==> config.mk <==
export PLATFORM = sky130hd
export DESIGN_NAME = vispart_tx
export DESIGN_NICKNAME = d
export VERILOG_FILES = /design/src/rtl/vispart_tx.sv
export SDC_FILE = /design/constraint.sdc
export NUM_CORES = 1
export LEC_CHECK = 0
export CAP_MARGIN = 30
export CORE_MARGIN = 3
export CORE_UTILIZATION = 44
export CTS_BUF_LIST = sky130_fd_sc_hd__clkbuf_4
export DETAILED_ROUTE_END_ITERATION = 16
export PLACE_DENSITY = 0.73
export SYNTH_ARGS = -nofsm -noshare
export SYNTH_HDL_FRONTEND = slang
export SYNTH_SLANG_ARGS = --single-unit
==> constraint.sdc <==
create_clock -name clock -period 1.33 [get_ports clock]
set_input_delay 0.133 -clock clock [delete_from_list [all_inputs] [get_ports clock]]
set_output_delay 0.133 -clock clock [all_outputs]
set_load 0.005 [all_outputs]
==> src/rtl/vispart_tx.sv <==
// vispart_tx: serialises NSUMS-lane partial-sum blocks into a framed word stream
module vispart_tx #(
  parameter int IBITS = 5,
  parameter int OBITS = 8,
  parameter int ABITS = 2,
  parameter int NSUMS = 1 << ABITS
) (
  input  logic                   clock,
  input  logic                   rst_n,
  input  logic                   valid_i,
  output logic                   ready_o,
  input  logic [NSUMS*IBITS-1:0] data_i,
  output logic                   valid_o,
  output logic                   first_o,
  output logic                   last_o,
  output logic [IBITS-1:0]       data_o,
  output logic                   busy_o
);
  localparam int SBITS = OBITS - IBITS;
  typedef enum logic {IDLE, SEND} state_t;
  state_t                 state;
  logic [NSUMS*IBITS-1:0] buffer;
  logic [ABITS-1:0]       sel;
  logic [SBITS-1:0]       blk;
  logic                   last_lane;
  assign last_lane = sel == ABITS'(NSUMS - 1);
  assign ready_o   = state == IDLE || last_lane;
  assign busy_o    = state == SEND;
  // Emit one buffered lane per cycle; a block accepted on the final lane keeps the stream gapless
  always_ff @(posedge clock or negedge rst_n)
    if (!rst_n) begin
      state   <= IDLE;
      buffer  <= '0;
      sel     <= '0;
      blk     <= '0;
      valid_o <= 1'b0;
      first_o <= 1'b0;
      last_o  <= 1'b0;
      data_o  <= '0;
    end else begin
      if (state == SEND) begin
        valid_o <= 1'b1;
        data_o  <= buffer[sel*IBITS +: IBITS];
        first_o <= blk == '0;
        last_o  <= &blk;
        sel     <= sel + 1'b1;
        if (last_lane) blk <= blk + 1'b1;
        if (last_lane && !valid_i) state <= IDLE;
      end else begin
        valid_o <= 1'b0;
        first_o <= 1'b0;
        last_o  <= 1'b0;
      end
      if (valid_i && ready_o) begin
        buffer <= data_i;
        sel    <= '0;
        state  <= SEND;
      end
    end
endmodule
* After elaboration in Yosys (flattened, before gate mapping)
Cells that the tools add are included.
Word-level totals: flip-flop bits (word level) 34, logic and storage cells 30
Cells by class: add/sub/neg operators 2, $mul 1, equal/unequal tests 1, shifts and indexed selects 1, multiplexer cells 8, bitwise operators 1, reduce and logical (&&, ||, !) cells 8
Operators with widths (count):
- 20-bit by 6-bit indexed part select with 5-bit output | 1
- 1-bit two-way mux | 6
- 2-bit by 3-bit multiplier with 5-bit output (second input constant) | 1
- 2-bit two-way mux | 2
- 3-bit by 1-bit adder with 3-bit output (second input constant) | 1
- 3-bit zero test | 1
- 3-bit AND reduction | 1
- 2-bit by 1-bit adder with 2-bit output (second input constant) | 1
- 2-bit equality test (second input constant) | 1
- 1-bit logical AND | 2
- 2-bit AND reduction | 1
- 2-bit nonzero test | 1
- 1-bit zero test | 1
- 1-bit logical OR | 1
- 1-bit inverter | 1

* Longest topological paths before layout
word-level depth 5, gate-level depth with buffers 5, gate-level depth less buffers 4

* Least setup slack after synthesis
Ideal clock, no wire load.
path kind register -> register, from register sel[0], to register buffer[0], arrival 1282 ps, data required time 1205 ps, slack -78 ps, stages on the path, launching flop included 6, period minus slack after synthesis 1408 ps, cells stage by stage dfrtp_1 > ha_1 > nand2b_4 > nand2_4 > buf_12 > mux2_4
On the way: cells in the longest elaborated chain, start to end 3
Ends and longest elaborated chain:
- start: declaration | line 23 | logic [ABITS-1:0] sel;
- start signal: assignment | line 46 | sel <= sel + 1'b1;
- 2-bit equality test | line 26 | assign last_lane = sel == ABITS'(NSUMS - 1);
- 1-bit logical OR | line 27 | assign ready_o = state == IDLE || last_lane;
- named net ready_o | line 11 | output logic ready_o,
- 1-bit logical AND | line 54 | if (valid_i && ready_o) begin
- end signal: assignment | line 55 | buffer <= data_i;
- end: declaration | line 22 | logic [NSUMS*IBITS-1:0] buffer;
The timed path passes the listed nets, and every way through them passes these cells. A chain may end at the register's enable or synchronous reset.

* Worst setup path after layout
from register sel[0], to register buffer[19]
On the way: cells in the longest elaborated chain, start to end 3
Ends and longest elaborated chain (line):
- 2-bit equality test | 26
- 1-bit logical OR | 27
- 1-bit logical AND | 54
No other way between the ends.

==> qor.txt <==
===========================================================================================
Share of async-settable or async-resettable flops after synthesis                      100%
Rel. slew slack                                                                       84.5%
First-pass GRT wire length                                                          4720 um
Met1 routing resource usage after global routing                                      17.9%
RR Endpoint                                                                      buffer[19]
Setup slack after layout                                                         -0.0952 ns
CP peak stage delay                                                                 0.41 ns
Cell area after synthesis                                                         1580 um^2
Standard-cell row count                                                                  21
Detailed-route via count                                                                955
Fillcell total                                                                          252
Category of the worst setup path launch point                                     flip-flop
Number of distinct library cells after synthesis                                         21
Biggest area consumer among synthesized cells                                       dfrtp_1
Failing checks                                                                 negative setup slack
Maximum fanout count along the critical path                                              5
Number of design-rule violations left by the first detailed-router iteration             32
Instance count of the mapped netlist                                                    105
Cell-by-cell listing of the critical path                                      ha_2, nand2b_4, nand2_8, clkbuf_16, mux2_4
Number of buffer cells added on primary ports                                            32
Inserted Diodes                                                                           0
Worst setup path endpoint                                                        buffer[19]
CTS clk-pin slew, worst paths                                                       0.11 ns
Final weighted congestion of routability-driven global placement                      0.790
Met2 Resource Use GR                                                                  24.2%
Flip-flop and latch count after synthesis                                                34
Synthesized area divided by synthesized cell count                                15.0 um^2
Result of the run                                                              finished, violations left
Io pins                                                                                  33
Lkg Pwr                                                                             1.06 nW
Reg2reg path depth                                                                        5
Final hold vios                                                                           0
Arrival time worst endpoint                                                         1.66 ns
Total chip power                                                                    4.79 mW
Flop-to-flop setup slack                                                            -0.1 ns
Syn. warnings                                                                             0
Final max-slew violation count                                                            0
Total Wirelength                                                                    2930 um
Cell with the most instances after synthesis                                        dfrtp_1
Max-Cap Viols                                                                             0
Placeable core region                                                             3390 um^2
Placed Cells                                                                            186
Largest net degree at the start of global routing                                        35
Total Nets Final                                                                        182
Highest clock rate                                                                  702 MHz
Max Root-Sink Buffers                                                                     2
CP startpoint                                                                        sel[0]
Required time at the worst-slack endpoint                                           1.57 ns
Cell at the root of the clock tree                                                 clkbuf_4
Clk_lat worst skew                                                                  0.34 ns
Share of post-route cells with drive strength above 1                                 32.7%
Critical-path top delay cell                                                        dfrtp_1
Detail-routed via count per cell                                                       4.73
Non-filler cells in the finished layout                                                 202
Post-synth EDFFs                                                                          0
Transition time of the tightest slew-check pin                                     0.232 ns
VDD IR max                                                                          1.08 mV
Remaining design rule violation count                                                     0
Worst clock skew on the final layout                                              0.0109 ns
Die Y-Extent                                                                        65.8 um
Chip width                                                                          65.8 um
Post-synth net total                                                                    132
Min cycle time layout                                                               1.43 ns
Final period utilization                                                               107%
Total clock buffers created by CTS                                                        5
Most used routing layer in global routing                                              met2
GRT Overall Usage                                                                     14.8%
Count of final setup violators                                                           21
Unrepaired setup endpoints after global routing                                        true
Area growth from synthesis to layout                                                  36.4%
Number of antenna violations at the first check in global routing                         0
Leading cell types by count after synthesis                                    34 x dfrtp_1, 20 x mux2_4, 7 x a21oi_1, 6 x mux2i_1, 6 x nor2b_1
Residual antenna-violating net count after detailed routing                               0
Initial cell density of the core                                                      46.5%
Total power density per cell area                                              2230 nW/um^2
Sequential fraction of the synthesis area                                             54.0%
Top area cells in the synthesized netlist                                      dfrtp_1 54%, mux2_4 19%, mux2i_1 3.8%, ha_1 3.2%, mux2_1 2.9%
Worst r2r src                                                                        sel[0]
Detailed Place HPWL                                                                 1980 um
Total number of clock tree sinks                                                         34
Vias in the first global route                                                        1,059
# H-tree levels                                                                           2
Length of the first detailed-routing pass in iterations                                   4
Post-Place Setup Slack                                                           -0.0582 ns
Per-cell routed wire length                                                         14.5 um
Worst hold-check path type                                                      in -> async
Clock tree from TritonCTS                                                             built
Critical path endpoint category                                                   flip-flop
WS Path Type                                                                     reg -> reg
Post-synth top area share                                                             54.0%
DIE AREA                                                                          4330 um^2
Overflow left after global routing                                                        0
Main synth FF type                                                                  dfrtp_1
Met3 capacity usage during global routing                                             4.08%
===========================================================================================
## metal layers
metal | part of all wire [%] | vias up | wire length [um]
li1 | - | 461 | -
met1 | 43 | 470 | 1260
met2 | 51 | 19 | 1500
met3 | 3.7 | 5 | 109
met4 | 1.9 | 0 | 56
met5 | 0 | - | 0
## per-stage QoR
stage          cell area, um^2  hold slack [ns]  setup TNS (ns)  utilization [%]
2_1_floorplan             1580           -0.163          -0.771                -
3_3_place_gp              1990            0.433          -0.454             58.6
3_5_place_dp              1990            0.451           -1.04             58.6
4_1_cts                   2050            0.139           -1.11             60.6
5_1_grt                   2150            0.152           -2.52             63.4
6_report                  2150            0.149           -1.60             63.4
## cell families after synthesis
kind of cell	count (synthesis)	share of synthesized area, %
compound gates	12	3.81
fa+ha+maj	4	3.18
xor+xnor	2	1.11
flops	34	54.0
mux	33	27.9
buf+inv	6	4.21
simple gates	14	5.80
## cell type report
| type | instances | area [um^2] | area share, % |
|---|---|---|---|
| well taps | 46 | 57.6 | 2.68 |
| clock buffers | 5 | 37.5 | 1.75 |
| repair buffers | 47 | 504 | 23.5 |
| multi-input cells | 65 | 674 | 31.4 |
| clock inverters | 3 | 16.3 | 0.757 |
| flip-flops and latches | 34 | 851 | 39.6 |
| inverters | 2 | 7.51 | 0.349 |
## worst max-delay path: cells and delay by family (launching register included)
kind / cells / cell delay [ns]
DFF: 1 / 0.41
muxes: 1 / 0.29
and+or+nand+nor: 2 / 0.27
adders and majority gates: 1 / 0.19
buffers and inverters: 1 / 0.16
## report_power, final
group | switching [mW] | total [mW] | internal, mW
registers | 0.283 | 1.84 | 1.56
logic | 0.885 | 2.40 | 1.52
clock network | 0.349 | 0.546 | 0.196
## flip-flops by register name, summed over array words and instances, names as in the netlist
| name | count |
|---|---|
| sel | 2 |
| busy_o | 1 |
| blk | 3 |
| data_o | 5 |
| valid_o | 1 |
| buffer | 20 |
| last_o | 1 |
| first_o | 1 |
## worst min path at each step
stage	from	to	slack [ns]
CTS	rst_n	data_o[3]	0.14
global route	rst_n	data_o[3]	0.15
global placement	blk[2]	first_o	0.43
finish	rst_n	buffer[3]	0.15
floorplan	rst_n	blk[0]	-0.16
detailed placement	blk[2]	first_o	0.45
## cell usage in the layout, fill, tap and decap left out, drive strengths merged
master	count
clkinvlp	1
o21ai	5
a21oi	7
buf	14
nand2b	1
dlygate4sd2	6
nand2	4
dlymetal6s2s	3
mux2i	6
dfrtp	34
and2	1
nor2b	6
mux2	27
inv	2
clkinv	2
clkdlybuf4s50	22
nor2	1
ha	4
or2b	1
xnor2	2
clkbuf	7
## repair_timing
item | 4_1_cts | 5_1_grt
endpoints found under the setup margin | 27 | 29
hold buffers | 0 | 0
gates cloned | 0 | 2
gates resized for setup | 11 | 6
buffers inserted | 3 | 3
pin swaps | 0 | 1
(Power assumes the default switching activity.)
